**src/rtl/cpu_pkg.sv**
```systemverilog
// Shared CPU definitions: memory command encodings, fetch state enum, instruction width.
// The fetch state set grows by PAUSE when SINGLE_STEP_EN is defined.
package cpu_pkg;

   localparam int INSTR_W = 16;

   typedef enum logic [1:0] {
      MNONE  = 2'b00,
      MREAD  = 2'b01,
      MWRITE = 2'b10
   } mem_cmd_t;

`ifdef SINGLE_STEP_EN
   typedef enum logic [2:0] {
      ST_RST, ST_FETCH, ST_LOAD_IR, ST_DISPATCH, ST_WAIT_EXEC, ST_HALT, ST_PAUSE
   } fetch_state_t;
`else
   typedef enum logic [2:0] {
      ST_RST, ST_FETCH, ST_LOAD_IR, ST_DISPATCH, ST_WAIT_EXEC, ST_HALT
   } fetch_state_t;
`endif

endpackage

```
**src/rtl/fetch_lat_cnt.sv**
```systemverilog
// Memory-latency down-counter for the fetch sequencer: loaded with LOAD_VAL on FETCH
// entry, decremented each FETCH cycle; zero_o marks the edge on which the count hits zero.
module fetch_lat_cnt #(
   parameter int CNT_W    = 4,
   parameter int LOAD_VAL = 1
) (
   input  logic clk,
   input  logic reset,
   input  logic load_i,
   input  logic dec_i,
   output logic zero_o
);

   logic [CNT_W-1:0] cnt_q, cnt_d;

   always_comb begin
      cnt_d = cnt_q;
      if (load_i)
         cnt_d = CNT_W'(LOAD_VAL);
      else if (dec_i && (cnt_q != '0))
         cnt_d = cnt_q - CNT_W'(1);
   end

   always_ff @(posedge clk or posedge reset) begin
      if (reset) cnt_q <= '0;
      else       cnt_q <= cnt_d;
   end

   assign zero_o = dec_i && (cnt_q == CNT_W'(1));

endmodule

```
**src/rtl/fetch_sequencer.sv**
```systemverilog
// Instruction-fetch sequencer: owns PC and IR, issues memory reads and hands one
// instruction at a time to execute. Optional SINGLE_STEP_EN adds step_go and a PAUSE state.
//
// state        | meaning
// RST          | first cycle after reset release
// FETCH        | MREAD on pc, waiting MEM_LAT cycles
// LOAD_IR      | capture mem_rdata into instr, pc advances
// DISPATCH     | exec_start pulse
// WAIT_EXEC    | waiting for exec_done (branch / halt applied here)
// HALT         | stopped until reset
// PAUSE        | single-step only: waiting for step_go
module fetch_sequencer
   import cpu_pkg::*;
#(
   parameter int              PC_W     = 8,
   parameter int              MEM_LAT  = 1,
   parameter logic [PC_W-1:0] RESET_PC = '0
) (
   input  logic               clk,
   input  logic               reset,
   output logic [1:0]         mem_cmd,
   output logic [PC_W-1:0]    mem_addr,
   input  logic [INSTR_W-1:0] mem_rdata,
   output logic [INSTR_W-1:0] instr,
   output logic [PC_W-1:0]    pc,
   output logic               exec_start,
   input  logic               exec_done,
   input  logic               pc_load,
   input  logic [PC_W-1:0]    pc_next,
   input  logic               halt_req,
`ifdef SINGLE_STEP_EN
   input  logic               step_go,
`endif
   output logic               halted
);

   fetch_state_t         state_q, state_d;
   logic [PC_W-1:0]      pc_q, pc_d;
   logic [INSTR_W-1:0]   instr_q, instr_d;
   mem_cmd_t             mem_cmd_q, mem_cmd_d;
   logic                 exec_start_q, halted_q;
   logic                 lat_load, lat_dec, lat_zero;

   fetch_lat_cnt #(
      .CNT_W    (4),
      .LOAD_VAL (MEM_LAT)
   ) u_lat_cnt (
      .clk    (clk),
      .reset  (reset),
      .load_i (lat_load),
      .dec_i  (lat_dec),
      .zero_o (lat_zero)
   );

   always_comb begin
      state_d = state_q;
      pc_d    = pc_q;
      instr_d = instr_q;
      case (state_q)
         ST_RST:      state_d = ST_FETCH;
         ST_FETCH:    if (lat_zero) state_d = ST_LOAD_IR;
         ST_LOAD_IR: begin
            instr_d = mem_rdata;
            pc_d    = pc_q + PC_W'(1);
            state_d = ST_DISPATCH;
         end
         ST_DISPATCH: state_d = ST_WAIT_EXEC;
         ST_WAIT_EXEC: begin
            if (exec_done) begin
               if (pc_load) pc_d = pc_next;
               if (halt_req)
                  state_d = ST_HALT;
               else
`ifdef SINGLE_STEP_EN
                  state_d = ST_PAUSE;
`else
                  state_d = ST_FETCH;
`endif
            end
         end
`ifdef SINGLE_STEP_EN
         ST_PAUSE:    if (step_go) state_d = ST_FETCH;
`endif
         ST_HALT:     state_d = ST_HALT;
         default:     state_d = ST_RST;
      endcase
   end

   assign lat_load = (state_d == ST_FETCH) && (state_q != ST_FETCH);
   assign lat_dec  = (state_q == ST_FETCH);

   // Outputs registered from the next state so they change cleanly on the edge.
   always_comb begin
      mem_cmd_d = MNONE;
      if ((state_d == ST_FETCH) || (state_d == ST_LOAD_IR))
         mem_cmd_d = MREAD;
   end

   always_ff @(posedge clk or posedge reset) begin
      if (reset) begin
         state_q      <= ST_RST;
         pc_q         <= RESET_PC;
         instr_q      <= '0;
         mem_cmd_q    <= MNONE;
         exec_start_q <= 1'b0;
         halted_q     <= 1'b0;
      end else begin
         state_q      <= state_d;
         pc_q         <= pc_d;
         instr_q      <= instr_d;
         mem_cmd_q    <= mem_cmd_d;
         exec_start_q <= (state_d == ST_DISPATCH);
         halted_q     <= (state_d == ST_HALT);
      end
   end

   assign mem_cmd    = mem_cmd_q;
   assign mem_addr   = pc_q;
   assign pc         = pc_q;
   assign instr      = instr_q;
   assign exec_start = exec_start_q;
   assign halted     = halted_q;

endmodule

```
**config.mk**
```make
export PLATFORM = sky130hd
export DESIGN_NAME = fetch_sequencer
export DESIGN_NICKNAME = d
export VERILOG_FILES = /design/src/rtl/cpu_pkg.sv /design/src/rtl/fetch_lat_cnt.sv /design/src/rtl/fetch_sequencer.sv
export SDC_FILE = /design/constraint.sdc
export NUM_CORES = 1
export LEC_CHECK = 0
export BUFFER_PORTS_ARGS = -buffer_cell sky130_fd_sc_hd__buf_2
export CORE_MARGIN = 2
export CORE_UTILIZATION = 52
export DETAILED_ROUTE_END_ITERATION = 12
export PLACE_DENSITY = 0.92
export REMOVE_ABC_BUFFERS = 1
export SLEW_MARGIN = 20
export SYNTH_ARGS = -nofsm -noshare
export SYNTH_HDL_FRONTEND = slang
export SYNTH_HIERARCHICAL = 1
export SYNTH_SLANG_ARGS = --single-unit
```
**constraint.sdc**
```tcl
create_clock -name clk -period 6.7 [get_ports clk]
set_input_delay 0.335 -clock clk [delete_from_list [all_inputs] [get_ports clk]]
set_output_delay 0.335 -clock clk [all_outputs]
set_load 0.01 [all_outputs]
```
-- After elaboration in Yosys (flattened, before gate mapping)
Index checks and enable logic that the tools add are counted.
- add/subtract/negate cells: 2
- equal/unequal tests: 13
- multiplexer cells: 10
- reductions and logical operators: 9
- operator list (operator ; count):
    one-hot mux 3 bit (6 select lines) ; 1
    2-to-1 mux 8 bit ; 2
    one-hot mux 8 bit (2 select lines) ; 1
    equality test 3 x 2 -> 1 bit (second input constant) ; 4
    equality test 3 bit (second input constant) ; 3
    2-to-1 mux 3 bit ; 3
    adder 8 x 1 -> 8 bit (second input constant) ; 1
    2-to-1 mux 4 bit ; 2
    equality test 3 x 1 -> 1 bit (second input constant) ; 2
    equality test 4 x 1 -> 1 bit (second input constant) ; 1
    != test 2 bit (second input constant) ; 2
    nonzero test 2 bit ; 2
    nonzero test 4 bit ; 1
    subtractor 4 x 1 -> 4 bit (second input constant) ; 1
    logical AND 1 bit ; 3
    logical NOT 3 bit ; 1
    != test 3 x 1 -> 1 bit (second input constant) ; 1
    AND reduction 3 bit ; 1
    logical OR 1 bit ; 1
    2-to-1 mux 1 bit ; 1
- flip-flop bits (word level): 35
- input bits: 29
- output and inout bits: 36
- logic and storage cells: 41

-- Depth between registers and ports, before layout
Gate-level depths: netlist of the first run.
- depth after elaboration: 7
- depth in mapped cells: 8

-- Cells and area by module
Netlist of the first run, hierarchy kept.
- modules (own cells, without submodules) (module ; times used ; cells an instance ; area each (um^2) ; seq. area each (um^2)):
    fetch_sequencer ; 1 ; 127 ; 1440.1 ; 750.7
    fetch_lat_cnt ; 1 ; 26 ; 260.2 ; 100.1

-- Worst setup path before layout of the first run
OpenSTA, ideal clock, no wires.
- path kind: reg-to-reg
- start point: register state_q[0]
- end point: register u_lat_cnt.cnt_q[0]
- setup time: 0.127 ns
- arrival: 1.992 ns
- data required time: 6.573 ns
- slack: 4.581 ns
- cell stages (with the launch flop): 9
- buffers on the path: 1
- path through: dfrtp_1 > buf_2 > inv_1 > nor3_1 > and4bb_2 > a21oi_1 > o21a_1 > nor4b_2 > nand3b_1
- cells in the longest elaborated chain, start to end: 7
- ends and longest elaborated chain (what ; RTL line ; RTL):
    start: declaration ; fetch_sequencer.sv:37 ; fetch_state_t state_q, state_d;
    start signal: assignment ; fetch_sequencer.sv:108 ; state_q <= state_d;
    equality test 3 x 1 -> 1 bit * ; fetch_sequencer.sv:90 ; assign lat_dec = (state_q == ST_FETCH);
    named net lat_dec ; fetch_sequencer.sv:42 ; logic lat_load, lat_dec, lat_zero;
    logical AND 1 bit * ; fetch_lat_cnt.sv:29 ; assign zero_o = dec_i && (cnt_q == CNT_W'(1));
    named net lat_zero ; fetch_sequencer.sv:42 ;
    2-to-1 mux 3 bit * ; fetch_sequencer.sv:61 ; ST_FETCH: if (lat_zero) state_d = ST_LOAD_IR;
    one-hot mux 3 bit (6 select lines) * ; fetch_sequencer.sv:59 ; case (state_q)
    named net state_d[0] ; fetch_sequencer.sv:37 ;
    equality test 3 x 1 -> 1 bit * ; fetch_sequencer.sv:89 ; assign lat_load = (state_d == ST_FETCH) && (state_q != ST_FETCH);
    logical AND 1 bit * ; fetch_sequencer.sv:89 ;
    named net lat_load ; fetch_sequencer.sv:42 ;
    2-to-1 mux 4 bit / nonzero test 2 bit (equally long branches) ; -- ;
    end signal: assignment ; fetch_lat_cnt.sv:26 ; else cnt_q <= cnt_d;
    end: declaration ; fetch_lat_cnt.sv:14 ; logic [CNT_W-1:0] cnt_q, cnt_d;
Mark *: on every way through the listed nets, which the timed path passes. The rest lies on a longest branch.
A chain may end at the register's enable or synchronous reset.

-- Final worst setup path of the first run
- start point: register state_q[0]
- end point: register u_lat_cnt.cnt_q[1]
The elaborated chain is that of the path after synthesis.

==> impl_results.md, run 1 <==
- Pwr dens: ~470 mW/mm2
- Largest family of logic cells by synthesized area: simple AND/OR/NAND/NOR gates
- Row count: 20
- RSZ-0062 raised after global routing: no
- Final setup vio count: 0
- Type of the worst setup path: register to register
- Worst Setup SP: state_q[0]
- Port Buffers: 63
- CTS H-tree depth: 2
- Ys async rst share: 100%
- Slew @ Worst Pin: 0.881 ns
- CP Data Arrival Time: 2.77 ns
- Area of the die: ~0.0037 mm2
- Starting Density: 55.2%
- DR pass1 iterations: 4
- Post-route insts no fill: 256
- Instance count of the mapped netlist: around 150
- Post-CTS sizing: 0
- Top-count cell post-synth: dfrtp_1
- Tot Pwr: 961 uW
- Synthesized cell area: roughly 0.0017 mm2
- Fmax: between 300 and 400 MHz
- Nets: 244
- Final Cycle Share: 37.7%
- Internal: 586 uW
- Sw Pwr: 375 uW
- ANT nets after route: 0
- FF+latch count, synth: 34
- DIE WIDTH: 61.2 um
- Clk Latency, worst-skew pair: about 0.35 ns
- Filler cells: 250
- Vias in the first global route: between 1000 and 1500
- Leakage: 0.000999 uW
- Inst Count DP: approximately 250
- Footprint of the multi-input gates: 719 um2
- Hold EP: instr[14]
- Worst hold path class: primary input to register
- Area delta synth->final: 21.6%
- Setup crit end kind: register
- Largest cells by area after synthesis: dfrtp_1 (50%), mux2_1 (5.3%), mux2_2 (5.3%), buf_4 (4.0%), a21oi_1 (3.8%)
- Register Area: 851 um2
- # IOs: 65
- Synth cell types: 40
- Post-synth top cells: dfrtp_1 (34), a21oi_1 (13), nand2_1 (10)
- R2r setup slk: 4.17 ns
- Register area share after synthesis: 50.0%
- Initial DRC count: between 80 and 90
- Cell taking the most area after synthesis: dfrtp_1
- Setup_tns: 0 ns
- Final Hold Viols: 0
- Detailed placer's ending HPWL: 2530 um
- Largest net degree at the start of global routing: 20
- DR vias: approximately 1300
- Synth Area in Simple Gates: roughly 16%
- DRC: 0
- Yosys warning count: 6
- Startpoint types: register
- Worst-path clk slew: ~0.12 ns
- First-pass GRT wire length: 5310 um
- Pins over their slew limit: 0
- Sequential share of power: about two fifths
- Clk_skew: between 0.01 and 0.015 ns
- Die Ht: between 60 and 70 um
- Final min period: 2.53 ns
- Reg2reg end: u_lat_cnt/cnt_q[1]
- Ant. Diodes: 0
- Net Sw Frac: 39.0%
- Post-synth EDFFs: 0
- Top cell type's share of synthesized area: between 50 and 60%
- VDD IR-drop max: 0.000281 V
- CTS Root Cell: clkbuf_4
- HP Start: mem_rdata[14]
- Core Box Area: 0.00308 mm2
- Logic pwr share: 44.2%
- Post-synthesis area per instance: 11.1 um2
- Worst r2r src: state_q[0]
- Post-synth top flop: dfrtp_1
- Post-synthesis mux area share: 11.2%
- Clk buf depth: 2
- Vias per cell: about 5.2
- Gp weighted congestion: around 0.77
- Gr usage total: between 10% and 20%
- Clk sink count: 34
- Status: completed
- WL/cell: 13.1 um
- Crit Path Max Fanout: 9
- WHS Path Cells: 2
- Antenna violations before repair: 0
- Compound-Gate Fraction of Synth Area: between 10% and 20%
- TritonCTS clock tree: yes
- CTS buffer count: 5
- Xor/xnor share of the synthesized area: 0%
- Worst reg2reg path depth: 7
- Total grt overflow: 0
- Share of cells above drive strength 1: 41.5%
- Max-Cap Viols: 0
- Critical Path RT: roughly 7 ns
- Clock share of power: 15.9%
- Synth Area in Adders: 2.94%
- Worst relative slew slack: 40.8%
- Routed Wire Length: 3340 um
## cell usage in the layout, fill, tap and decap left out, drive strengths merged
master and n:
and3 2, nand3 7, bufinv 1, nand4b 1
a2bb2oi 4, nand4 1, o22ai 2, and4bb 1
o21ai 6, nor3b 1, conb 1, nand2b 3
nor3 1, a21o 3, mux2i 1, o21a 2
inv 7, and4 1, dlygate4sd3 1, or3b 2
nor2b 1, a21oi 13, nor2 8, clkinvlp 2
dfrtp 34, ha 4, a211o 1, mux2 16
nand3b 1, nand2 10, a31oi 1, nor4b 3
a311oi 1, buf 64, clkbuf 5
## layout make-up
cell class              instances  share of cell area (%)
well taps                      44                    2.66
repair buffers                 65                    16.1
flip-flops and latches         34                    41.2
multi-input cells              98                    34.8
clock buffers                   5                    1.82
inverters                       7                    1.27
clock inverters                 3                    2.18
## power by group through the flow
stage | sequential (uW) | combinational, uW | clock (uW)
floorplan | 429 | 220 | 0
global placement | 381 | 414 | 0
finish | 383 | 425 | 153
detailed placement | 388 | 428 | 0
CTS | 384 | 429 | 155
global route | 400 | 474 | 165
## worst max-delay path by stage
stage	end	slack, ns	cells past startpoint
CTS	u_lat_cnt/cnt_q[1]	4.22	7
detailed placement	u_lat_cnt/cnt_q[1]	4.25	7
floorplan	u_lat_cnt/cnt_q[0]	4.58	7
global placement	u_lat_cnt/cnt_q[0]	4.40	7
finish	u_lat_cnt/cnt_q[1]	4.17	7
global route	u_lat_cnt/cnt_q[1]	3.96	7
## repair_timing
action	CTS	global route
hold buffers	1	0
buffers inserted	0	0
endpoints found under the hold margin	4	0
## critical path, stage by stage, from the launching register on
cell and delay [ns]:
dfrtp_1 0.50, inv_1 0.11, nor3_1 0.73, and4bb_2 0.37, a21oi_1 0.07, o21a_1 0.18, nor4b_2 0.18, a311oi_1 0.29
## registers in the layout (all words and copies together), names as in the netlist
name             cells
instr               16
mem_addr             8
u_lat_cnt/cnt_q      4
state_q              3
exec_start           1
halted               1
mem_cmd              1
## stage by stage
| stage | hold slack, ns | worst slack (ns) | util, % | area, um2 |
|---|---|---|---|---|
| 2_1_floorplan | 0.101 | 4.58 | - | 1600 |
| 3_3_place_gp | 0.238 | 4.40 | 64.1 | 1970 |
| 3_5_place_dp | 0.236 | 4.25 | 64.1 | 1970 |
| 4_1_cts | 0.182 | 4.22 | 67.2 | 2070 |
| 5_1_grt | 0.172 | 3.96 | 67.2 | 2070 |
| 6_report | 0.185 | 4.17 | 67.2 | 2070 |
## metal layers
layer  GRT usage, %  up-vias  part of all wire [%]  routed length (um)
met5              0        -                     0                   0
met4           8.07        0                   1.2                  41
met3           7.14        5                   6.9                 229
met2           33.7       52                    50                1680
met1           22.6      628                    42                1390
li1               -      651                     -                   -
## cells by family after synthesis
| logic type | after synthesis |
|---|---|
| mux | 17 |
| flops | 34 |
| compound gates | 33 |
| fa+ha+maj | 4 |
| other cells | 1 |
| buf+inv | 21 |
| simple gates | 43 |
(Power assumes the default switching activity.)
==> inputs of run 2 (changes only) <==
Settings changed: CORE_UTILIZATION 52 to 48, PLACE_DENSITY 0.92 to 0.87.
Clock period 6.7 ns to 2.6 ns, I/O delays scaled along.
==> run 2 against run 1 <==
Effect of this change: combinational power increased to 2.6 times the previous value; non-clock buffer count grew 6; global-route usage is 2.6 points lower; sequential share of layout area is 0.52 points lower; routed wire length is 0.60% lower; clock power increased by 82%; largest cell class unchanged.
==> impl_results.md, run 2 (synthesis gave the netlist of run 1 again) <==
- Die Ht: 63.5 um (+3.8%)
- DIE WIDTH: 63.5 um (+3.8%)
- Clk_skew: 0.00657 ns (-0.00501 ns)
- Leakage: 0.00102 uW (+2.0%)
- Final Hold Viols: 0 (unchanged)
- Largest net degree at the start of global routing: 20 (unchanged)
- Routed Wire Length: 3320 um (-0.60%)
- HP Start: mem_rdata[14]
- VDD IR-drop max: 0.000633 V (+120%)
- Final core occ: 62.2% (-4.9 points)
- Footprint of the multi-input gates: 719 um2 (unchanged)
- Area delta synth->final: 23.1%
- Fmax: 503 MHz (+27%)
- Gp weighted congestion: 0.745 (-2.8%)
- Detailed placer's ending HPWL: 2470 um (-2.3%)
- Tot Pwr: 2380 uW (+150%)
- Worst-path clk slew: 0.09 ns (-0.03 ns)
- Critical Path RT: 2.82 ns (-4.12 ns)
- Share of cells above drive strength 1: 40.7% (-0.77 points)
- Slowest stage delay, CP: 0.49 ns (-0.24 ns)
- Core Box Area: 0.00336 mm2 (+9.3%)
- CTS Root Cell: clkbuf_4
- Gr usage total: 17.2% (-2.6 points)
- CTS buffer count: 5 (unchanged)
- Worst Setup SP: state_q[0]
- Vias per cell: 5.25 (+0.56%)
- RSZ-0062 raised after global routing: no
- Total grt overflow: 0 (unchanged)
- First-pass GRT wire length: 5450 um (+2.6%)
- Worst r2r src: state_q[0]
- Crit path capture: u_lat_cnt/cnt_q[1]
- Worst path slowest cell: dfrtp_1
- Area of the die: 0.00403 mm2 (+7.8%)
- DR pass1 iterations: 6 (+2)
- # IOs: 65 (unchanged)
- Ant. Diodes: 0 (unchanged)
- Worst hold path class: primary input to register
- Antenna violations before repair: 0 (unchanged)
- Port Buffers: 63 (unchanged)
- Register Area: 851 um2 (unchanged)
- Clk sink count: 34 (unchanged)
- Clk buf depth: 2 (unchanged)
- DRC: 0 (unchanged)
- Post-route insts no fill: 262 (+2.3%)
- Worst Hold Slack: 0.0228 ns (-0.162 ns)
- Reg2reg end: u_lat_cnt/cnt_q[1]
- Setup_tns: 0 ns (unchanged)
- R2r setup slk: 0.61 ns (-3.56 ns)
- Final min period: 1.99 ns (-0.538 ns)
- Status: completed
- Initial DRC count: 89 (unchanged)
- DR vias: 1375 (+2.9%)
- TritonCTS clock tree: yes
- Filler cells: 302 (+21%)
- Max-Cap Viols: 0 (unchanged)
- Type of the worst setup path: register to register
- Startpoint types: register
- Most frequent cells in the layout: buf_2 (63), dfrtp_1 (34), a21oi_1 (13), nand2_1 (10)
- Setup crit end kind: register
- Crit Path Max Fanout: 9 (unchanged)
- Slew @ Worst Pin: 0.532 ns (-0.349 ns)
- WL/cell: 12.7 um (-2.9%)
- WL met3: 289 um (+26%)
- Clk Latency, worst-skew pair: 0.32 ns (-0.03 ns)
- Crit path cell chain: inv_1, nor3_1, buf_4, and4bb_2, a21oi_1, o21a_1, nor4b_2, a311oi_1
- Worst reg2reg path depth: 8 (+1)
- Pwr dens: 1140 mW/mm2 (+140%)
- Vias in the first global route: 1244 (+2.9%)
- Worst relative slew slack: 64.5% (+24 points)
- Post-CTS sizing: 0 (unchanged)
- Routed wl met2: 1630 um (-2.7%)
- Max reg flops: 16 (unchanged)
- CTS H-tree depth: 2 (unchanged)
- Pins over their slew limit: 0 (unchanged)
- Final Cycle Share: 76.5% (+39 points)
- Max layer used: met4
- Inst Count DP: 251 (+1.6%)
- Nets: 250 (+2.5%)
- Row count: 21 (+5.0%)
- ANT nets after route: 0 (unchanged)
- CP Data Arrival Time: 2.21 ns (-0.56 ns)
- Final setup vio count: 0 (unchanged)
- Starting Density: 50.6% (-4.7 points)
- Commonest non-fill, non-tap cell in the layout: buf_2
- M1 wire length: 1380 um (-0.72%)
==> run 2: cell count changes in the layout (fill, tap and decap cells not counted), sizes merged <==
cell	change
dlygate4sd3	+4
clkbuf	+1
clkinvlp	-2
bufinv	-1
buf	+2
==> run 2: routing by layer <==
layer,GRT usage [%],up-vias
met5,0,-
met4,5.71,0
met3,6.43,2
met2,28.6,66
met1,20.6,647
li1,-,660
==> run 2: critical path, delay by kind of cell (launching register included) <==
| family | cells | cell delay (ns) |
|---|---|---|
| compound gates | 3 | 0.49 |
| buf+inv | 2 | 0.30 |
| flops | 1 | 0.49 |
| simple gates | 3 | 0.60 |
==> run 2: worst min path at each step <==
stage	to	depth (start not counted)
floorplan	u_lat_cnt/cnt_q[0]	1
global placement	u_lat_cnt/cnt_q[3]	2
detailed placement	u_lat_cnt/cnt_q[2]	2
CTS	instr[13]	2
global route	instr[15]	2
finish	instr[14]	2
==> run 2: what timing repair did <==
item / in CTS / in global routing
hold buffers: 1 / 4
buffers inserted: 0 / 0
hold endpoints to repair: 17 / 4
==> run 2: where the power goes <==
part	total (uW)	internal (uW)	leakage, uW	switching (uW)
clock network	279	122	0.0000302	157
logic	1120	550	0.000580	566
registers	988	782	0.000409	206
total	2380	1450	0.00102	930
==> run 2: area by class of cell <==
type	count	area share [%]
tap	46	2.75
sequential	34	40.6
multi-input combinational	98	34.4
clock buffer	6	2.45
inverter	7	1.26
timing repair buffer	71	18.5
==> run 2: stage by stage <==
step / worst slack [ns] / area (um2)
3_3_place_gp: 0.748 / 1990
5_1_grt: 0.445 / 2090
3_5_place_dp: 0.625 / 1990
2_1_floorplan: 0.477 / 1600
6_report: 0.612 / 2090
4_1_cts: 0.595 / 2050
